===== src/rtl/serial_add_if.sv =====
// ============================================================================
// serial_add_if : operand/result bundle between an operand source and serial_add
// Revision      : 1.0
// ============================================================================
`default_nettype none

interface serial_add_if #(
  parameter int WIDTH = 8
);
  logic             start;
  logic [WIDTH-1:0] a;
  logic [WIDTH-1:0] b;
  logic             busy;
  logic             done;
  logic [WIDTH:0]   out;

  modport master (output start, a, b, input busy, done, out);
  modport slave  (input start, a, b, output busy, done, out);
endinterface

`default_nettype wire


===== src/rtl/serial_add.sv =====
// ============================================================================
// serial_add : bit-serial unsigned adder, LSB first, one bit per clock
// Revision   : 1.0
// ============================================================================
`default_nettype none

module serial_add #(
  parameter int WIDTH = 8
) (
  input  logic        clk,
  input  logic        rst,
  serial_add_if.slave bus
);

  localparam int CW = $clog2(WIDTH + 1);

  localparam logic [1:0] IDLE  = 2'd0;
  localparam logic [1:0] SHIFT = 2'd1;
  localparam logic [1:0] DONE  = 2'd2;

  logic [1:0]       r_state;
  logic [1:0]       w_state_next;
  logic [WIDTH-1:0] r_a_sh;
  logic [WIDTH-1:0] r_b_sh;
  logic [WIDTH-1:0] r_res;
  logic [WIDTH:0]   r_out;
  logic [CW-1:0]    r_cnt;
  logic             r_carry;

  logic             w_sum;
  logic             w_carry;
  logic             w_last;
  logic [WIDTH-1:0] w_res_next;
  logic             w_busy;
  logic             w_done;

  // single-bit add cell applied to the current LSBs
  assign w_sum   = r_a_sh[0] ^ r_b_sh[0] ^ r_carry;
  assign w_carry = (r_a_sh[0] & r_b_sh[0]) | (r_carry & (r_a_sh[0] ^ r_b_sh[0]));
  assign w_last  = (r_cnt == CW'(WIDTH - 1));

  generate
    if (WIDTH == 1) begin : g_res_single
      assign w_res_next = w_sum;
    end else begin : g_res_multi
      assign w_res_next = {w_sum, r_res[WIDTH-1:1]};
    end
  endgenerate

  always_ff @(posedge clk) begin
    if (rst) begin
      r_state <= IDLE;
    end else begin
      r_state <= w_state_next;
    end
  end

  always_comb begin
    w_state_next = r_state;
    case (r_state)
      IDLE:    if (bus.start) w_state_next = SHIFT;
      SHIFT:   if (w_last)    w_state_next = DONE;
      DONE:    w_state_next = IDLE;
      default: w_state_next = IDLE;
    endcase
  end

  always_comb begin
    w_busy = 1'b0;
    w_done = 1'b0;
    case (r_state)
      SHIFT:   w_busy = 1'b1;
      DONE:    w_done = 1'b1;
      default: ;
    endcase
  end

  always_ff @(posedge clk) begin
    if (rst) begin
      r_a_sh  <= '0;
      r_b_sh  <= '0;
      r_res   <= '0;
      r_out   <= '0;
      r_cnt   <= '0;
      r_carry <= 1'b0;
    end else begin
      case (r_state)
        IDLE: begin
          if (bus.start) begin
            r_a_sh  <= bus.a;
            r_b_sh  <= bus.b;
            r_carry <= 1'b0;
            r_cnt   <= '0;
          end
        end
        SHIFT: begin
          r_a_sh  <= r_a_sh >> 1;
          r_b_sh  <= r_b_sh >> 1;
          r_carry <= w_carry;
          r_res   <= w_res_next;
          r_cnt   <= r_cnt + CW'(1);
          // result is published on the edge that enters DONE
          if (w_last) r_out <= {w_carry, w_res_next};
        end
        default: ;
      endcase
    end
  end

  assign bus.busy = w_busy;
  assign bus.done = w_done;
  assign bus.out  = r_out;

endmodule

`default_nettype wire

===== src/flat_wrapper.sv =====
// flat-port wrapper written by rule: the top's interface ports become plain ports
module serial_add_flat 
#(
  parameter int WIDTH = 8
)
  (clk, rst, bus_start, bus_a, bus_b, bus_busy, bus_done, bus_out);
  serial_add_if #(.WIDTH(WIDTH)) bus_i ();
  input  logic clk;
  input  logic rst;
  input wire logic [$bits(bus_i.start)-1:0] bus_start;
  input wire logic [$bits(bus_i.a)-1:0] bus_a;
  input wire logic [$bits(bus_i.b)-1:0] bus_b;
  output wire logic [$bits(bus_i.busy)-1:0] bus_busy;
  output wire logic [$bits(bus_i.done)-1:0] bus_done;
  output wire logic [$bits(bus_i.out)-1:0] bus_out;
  assign bus_i.start = bus_start;
  assign bus_i.a = bus_a;
  assign bus_i.b = bus_b;
  assign bus_busy = bus_i.busy;
  assign bus_done = bus_i.done;
  assign bus_out = bus_i.out;
  serial_add #(.WIDTH(WIDTH)) u_core (.clk(clk), .rst(rst), .bus(bus_i));
endmodule

===== config.mk =====
export PLATFORM = sky130hd
export DESIGN_NAME = serial_add_flat
export DESIGN_NICKNAME = d
export VERILOG_FILES = /design/src/rtl/serial_add_if.sv /design/src/rtl/serial_add.sv /design/src/flat_wrapper.sv
export SDC_FILE = /design/constraint.sdc
export NUM_CORES = 1
export LEC_CHECK = 0
export CAP_MARGIN = 20
export CORE_UTILIZATION = 40
export DETAILED_ROUTE_END_ITERATION = 10
export PLACE_DENSITY = 0.65
export SYNTH_ARGS = -nofsm -noshare
export SYNTH_HDL_FRONTEND = slang
export SYNTH_SLANG_ARGS = --single-unit

===== constraint.sdc =====
create_clock -name clk -period 1.4 [get_ports clk]
set_clock_uncertainty 0.15 [all_clocks]
set_input_delay 0.21 -clock clk [delete_from_list [all_inputs] [get_ports clk]]
set_output_delay 0.21 -clock clk [all_outputs]
set_load 0.01 [all_outputs]

==> out/metrics.yaml, run 1 <==
sta:
  period_share: 0.969
  final_hold_viol_count: 0
  clock.fmax_mhz: 737
  max_slew_margin: 0.839
  finalHoldWorstSlack_ps: 311
  period_needed_ps: 1360
  slew_viol_final: 0
  setup_violations: 0
  worstMarginPinSlew_ps: 241
worst_setup_path:
  reg2regPathDepth: 4
  ff2ff_setup_slack_ps: 40
  rr_startpoint: "u_core.r_state[0]$_SDFFE_PP0P_"
  path_class: "flop to flop"
  cp_max_fo: 16
  timing.rr.end: "u_core.r_b_sh[2]$_SDFFE_PP0P_"
  arrival_ps: 1400
  worstSetupStartpointType: "flop"
  required_ps: 1440
  setup.worst_path.end_class: "flop"
logic_synthesis:
  synth_seq_cells: 39
  seq_area_frac_synth: 0.475
  netlist_instances: 191
  synth-edff-count: 0
  synth_top_flop_cell: "dfxtp_1"
  yosysWarnings: 0
  synth_area_um2: 1650
  async_flop_share: 0
  syn_nets: 212
  syn_avg_cell_area_um2: 8.61
  synth.distinct_cells: 27
global_route:
  grt_overflow: 0
  grt_pass1_wl_um: 6510
  grt_max_degree: 20
  grt_pass1_vias: 1471
  antenna_found_initial: 0
  grt_use_total: 0.197
placement:
  portBuffers: 29
  place.gp.congestion: 0.756
  hpwl_um: 2760
  dp_cells: 272
drt:
  met2WireLength_um: 2020
  dr.first_iter.drc_count: 168
  first_pass_iters: 4
  drc: 0
  vias_per_cell: 5.70
  wl_met1_um: 1760
  top_layer: "met4"
  wire_per_inst_um: 14.3
  wl_met3_um: 218
  wl_um: 4030
  antenna_left: 0
  vias: 1606
clock_network:
  cts_made_buffers: 5
  clock_latency_ps: 290
  clock-sinks: 39
  cts_max_path_buffers: 2
  htreeDepth: 2
  cts_tree: "built"
  path_clk_slew_ps: 80
  cts_hold_buf: 0
  post-cts-setup-buffers: 0
  root_buffer: "clkbuf_8"
worst_hold_path:
  holdPathEnd: "u_core.r_res[1]$_SDFFE_PP0P_"
  holdPathStages: 2
  hold_class: "flop to flop"
  worstHoldStart: "u_core.r_res[1]$_SDFFE_PP0P_"
power_and_ir_drop:
  p_leak_uw: 0.000871
  irDropWorstVdd_v: 0.000665
  power.density_nw_per_um2: 1090
layout:
  antenna_cells: 0
  drive_gt1_frac: 0.214
  syn_to_final_growth_pct: 37.9
  layoutNonFillerInstCount: 282
  finish.net_count: 254
die:
  ioPinCount: 30
  die-area_um2: 4370
  start_util: 0.433
  rows: 22
  die_y_um: 66.1
  die_x_um: 66.1
  core_um2: 3800
job:
  drv_cap: 0
status:
  outcome: "finished clean"
==> how the worst max path moves through the flow <==
stage / from / endpoint / slack (ps)
after floorplan: u_core.r_state[1]$_SDFFE_PP0P_ / u_core.bus.out[6]$_SDFFE_PP0P_ / 70
after global placement: bus_start / u_core.r_a_sh[1]$_SDFFE_PP0P_ / -180
after detailed placement: bus_start / u_core.r_b_sh[4]$_SDFFE_PP0P_ / -280
after CTS: u_core.r_state[1]$_SDFFE_PP0P_ / u_core.r_a_sh[6]$_SDFFE_PP0P_ / 10
after global routing: u_core.r_state[0]$_SDFFE_PP0P_ / u_core.r_b_sh[2]$_SDFFE_PP0P_ / -40
final: u_core.r_state[0]$_SDFFE_PP0P_ / u_core.r_b_sh[2]$_SDFFE_PP0P_ / 40
==> worst max-delay path, cell delays in order, from the launching register on <==
cell	delay [ps]
dfxtp_4	410
buf_12	160
nand2b_1	190
o22ai_1	90
a211oi_1	260
==> power by group <==
group	internal, uW	switching (uW)
logic	156	156
clock network	577	390
registers	1160	35.4
total	1890	581
==> layout make-up <==
class / instances / area, um2
clock buffers: 6 / 82.6
clock inverters: 2 / 35.0
flip-flops and latches: 39 / 787
multi-input cells: 134 / 843
inverters: 3 / 15.0
repair buffers: 49 / 438
well taps: 48 / 60.1
repair inverters: 1 / 7.51
fillers: 341 / 1530
==> kinds of logic (layout without fill, tap and decap cells) <==
kind of cell	count (synthesis)	in the layout	synth area share
simple gates	67	67	0.173
compound gates	64	65	0.275
flops	39	39	0.475
buf+inv	19	61	0.0586
fa+ha+maj	2	2	0.0198
==> layer usage <==
layer / vias to the layer above / track usage
li1: 779 / -
met1: 764 / 0.215
met2: 59 / 0.364
met3: 4 / 0.0569
met4: 0 / 0.0585
met5: - / 0
==> synthesized netlist by cell type (2+ instances only) <==
master	number	area share
a211oi_1	16	0.073
a22oi_1	4	0.018
o2bb2ai_1	11	0.059
clkbuf_1	7	0.016
nand2b_1	2	0.0076
a21oi_1	17	0.052
buf_4	3	0.014
nor2_1	31	0.071
inv_1	2	0.0046
dfxtp_1	39	0.47
nand3_1	11	0.033
o22ai_1	3	0.011
nand2_1	19	0.043
o31ai_1	9	0.041
buf_2	5	0.015
==> per-stage QoR <==
step	util	area [um2]	setup slack [ps]	TNS [ps]	power (uW)
final	0.597	2270	43.4	0	2470
after global routing	0.597	2270	-38.6	-40.1	2590
after CTS	0.577	2190	13.4	0	2470
after detailed placement	0.542	2060	-284	-4280	1500
after global placement	0.542	2060	-180	-2980	1480
after floorplan	-	1650	68.6	0	1380
==> flip-flops by register name, indices dropped and copies added, names as in the netlist <==
signal,count
u_core.bus.out,9
u_core.r_a_sh,8
u_core.r_b_sh,8
u_core.r_res,7
u_core.r_cnt,4
u_core.r_state,2
u_core.r_carry,1
==> cell usage in the layout (no fill, tap or decap), drive strengths merged, types with 11 or more instances in the layout <==
master | netlist | final
nor2 | 31 | 31
clkdlybuf4s50 | 0 | 17
nand2 | 19 | 19
nand3 | 11 | 11
a211oi | 16 | 16
o2bb2ai | 11 | 11
a21oi | 17 | 17
dfxtp | 39 | 39
buf | 9 | 22
==> what timing repair did <==
action,CTS,global route
endpoints found under the setup margin,38,21
gates resized for setup,27,15
pin swaps,0,1
gates cloned,1,1
No activity file was read; power rests on OpenSTA's default activity.
==> inputs of run 2 (changes only) <==
--- a/config.mk
+++ b/config.mk
@@ -7,6 +7,7 @@
 export LEC_CHECK = 0
 export CAP_MARGIN = 20
 export CORE_UTILIZATION = 40
+export CTS_CLUSTER_DIAMETER = 40
 export DETAILED_ROUTE_END_ITERATION = 10
 export PLACE_DENSITY = 0.65
 export SYNTH_ARGS = -nofsm -noshare
==> results of run 2 <==
No change in the layout: final DEF, timing and power equal those of run 1.
==> inputs of run 3 (changes only) <==
--- a/config.mk
+++ b/config.mk
@@ -6,6 +6,7 @@
 export NUM_CORES = 1
 export LEC_CHECK = 0
 export CAP_MARGIN = 20
+export CORE_MARGIN = 2
 export CORE_UTILIZATION = 40
 export CTS_CLUSTER_DIAMETER = 40
 export DETAILED_ROUTE_END_ITERATION = 10
==> run 3 against run 2 <==
Power shrank 5.4%. Maximum frequency barely moved. Wire length up 0.45%. Worst setup slack improved by 0.67 ps. Largest cell class unchanged. Largest power group unchanged. Highest routed layer unchanged.
==> out/metrics.yaml, run 3 (synthesis gave the netlist of run 1 again) <==
worst_setup_path:
  crit_chain: "buf_4, nand2b_4, buf_4, or3_1, a31oi_1"
  crit_top_cell: "buf_4"
  cpPeakStageDelay_ps: 340  # -70 ps
  arrival_ps: 1420  # +20 ps
  setup.worst_path.end_class: "flop"
  required_ps: 1470  # +30 ps
  cp_max_fo: 3  # -13
  path_class: "flop to flop"
  cp_slowest_cell: "dfxtp_2"
  rr_startpoint: "u_core.r_state[0]$_SDFFE_PP0P_"
  startpoint: "u_core.r_state[0]$_SDFFE_PP0P_"
  worstSetupStartpointType: "flop"
drt:
  drc: 0  # unchanged
  first_pass_iters: 4  # unchanged
  antenna_left: 0  # unchanged
  vias_per_cell: 5.45  # -4.3%
  wire_per_inst_um: 14.0  # -2.0%
  dr.first_iter.drc_count: 42  # -75%
  wl_um: 4050  # +0.45%
  vias: 1575  # -1.9%
die:
  die-area_um2: 4640  # +6.1%
  ioPinCount: 30  # unchanged
  rows: 23  # +4.5%
  die_x_um: 68.1  # +3.0%
  start_util: 0.414  # -0.0188
  core_um2: 3970  # +4.5%
  die_y_um: 68.1  # +3.0%
clock_network:
  htreeDepth: 2  # unchanged
  cts_hold_buf: 0  # unchanged
  clock_latency_ps: 290  # about the same
  cts_made_buffers: 5  # unchanged
  root_buffer: "clkbuf_8"
  post-cts-setup-buffers: 0  # unchanged
  clock-sinks: 39  # unchanged
  path_clk_slew_ps: 70  # about the same
  cts_max_path_buffers: 2  # unchanged
  cts_tree: "built"
layout:
  layout_common_cells: "dfxtp_1, nor2_1, buf_4"
  drive_gt1_frac: 0.218  # +0.00390
  largest_reg_flops: 9  # unchanged
  syn_to_final_growth_pct: 39.3
  antenna_cells: 0  # unchanged
  layoutNonFillerInstCount: 289  # +2.5%
  fillCellCount: 352  # +3.2%
  layout_commonest_cell: "dfxtp_1"
  finish.net_count: 259  # +2.0%
global_route:
  grt_max_degree: 20  # unchanged
  grt_pass1_wl_um: 6600  # +1.5%
  grt_overflow: 0  # unchanged
  grt_use_total: 0.189  # -0.00843
  antenna_found_initial: 0  # unchanged
  grt_pass1_vias: 1511  # +2.7%
sta:
  finalWorstSetupSlack_ps: 44.1  # +0.670 ps
  fin_setup_tns_ps: 0  # unchanged
  clock.fmax_mhz: 738  # about the same
  setup_violations: 0  # unchanged
  final_hold_viol_count: 0  # unchanged
  period_share: 0.968  # about the same
  slew_viol_final: 0  # unchanged
  finalHoldWorstSlack_ps: 318  # +7.11 ps
  period_needed_ps: 1360  # -0.670 ps
  worstMarginPinSlew_ps: 273  # +31.4 ps
  rsz0062_at_grt: "true"
  max_slew_margin: 0.817  # -0.0220
power_and_ir_drop:
  finalPower_uw: 2340  # -5.4%
  p_leak_uw: 0.000884  # +1.5%
  power.density_nw_per_um2: 1020  # -6.4%
  irDropWorstVdd_v: 0.000530  # -20%
status:
  outcome: "finished clean"
worst_hold_path:
  worstHoldStart: "u_core.bus.out[5]$_SDFFE_PP0P_"
  hold_class: "flop to flop"
job:
  drv_cap: 0  # unchanged
placement:
  place_ws_ps: -255  # +29.6 ps
  place.gp.congestion: 0.813  # +7.5%
  dp_cells: 279  # +2.6%
  hpwl_um: 2800  # +1.3%
  portBuffers: 29  # unchanged
[run 3: changes by cell type in the layout (fill, tap and decap cells not counted), sizes merged]
cell,before,now
clkdlybuf4s50,17,18
buf,22,27
clkbuf,6,8
bufinv,1,0
dlymetal6s2s,1,0
clkinv,1,0
[run 3: worst paths after layout]
path / end / slack (ps) / depth (start not counted)
setup / recovery: u_core.r_cnt[3]$_SDFFE_PP0P_ / 40 / 5
hold / removal: u_core.bus.out[5]$_SDFFE_PP0P_ / 320 / 2
setup reg to reg: u_core.r_cnt[3]$_SDFFE_PP0P_ / 40 / 5
hold reg to reg: u_core.bus.out[5]$_SDFFE_PP0P_ / 320 / 2
[run 3: through the flow]
stage	area, um2	utilization
final	2290	0.577
after detailed placement	2100	0.529
after global placement	2100	0.529
after global routing	2290	0.577
after CTS	2200	0.554
after floorplan	1650	-
[run 3: report_power, final]
group / internal, uW / total (uW) / leakage (uW) / switching (uW)
logic: 162 / 317 / 0.000512 / 155
registers: 1160 / 1190 / 0.000320 / 31.3
clock network: 450 / 830 / 0.0000515 / 380
total: 1770 / 2340 / 0.000884 / 567
[run 3: layout make-up]
type                            instances  area (um2)  area share
Sequential cell                        39         786       0.343
Inverter                                3        15.0     0.00655
Timing Repair Buffer                   54         467       0.204
Timing Repair inverter                  1        7.51     0.00328
Tap cell                               50        62.6      0.0273
Multi-Input combinational cell        134         855       0.373
Clock buffer                            8         100      0.0437
[run 3: critical path: cells and delay by family (launching register included)]
family / cells / cell delay, ps
AO/OA/AOI/OAI: 1 / 140
AND/OR/NAND/NOR: 2 / 400
buffers and inverters: 2 / 250
flip-flops: 1 / 340
[run 3: layer usage]
metal	GRT usage	up-vias	part of all wire
met1	0.208	738	0.43
met2	0.350	44	0.51
met4	0.0600	0	0.013
met3	0.0493	5	0.045
met5	0	-	0
li1	-	788	-
[run 3: what timing repair did]
| action | 4_1_cts | 5_1_grt |
|---|---|---|
| gates cloned | 0 | 2 |
| resized for setup | 22 | 17 |
| pin swaps | 0 | 5 |
| setup endpoints to repair | 36 | 21 |
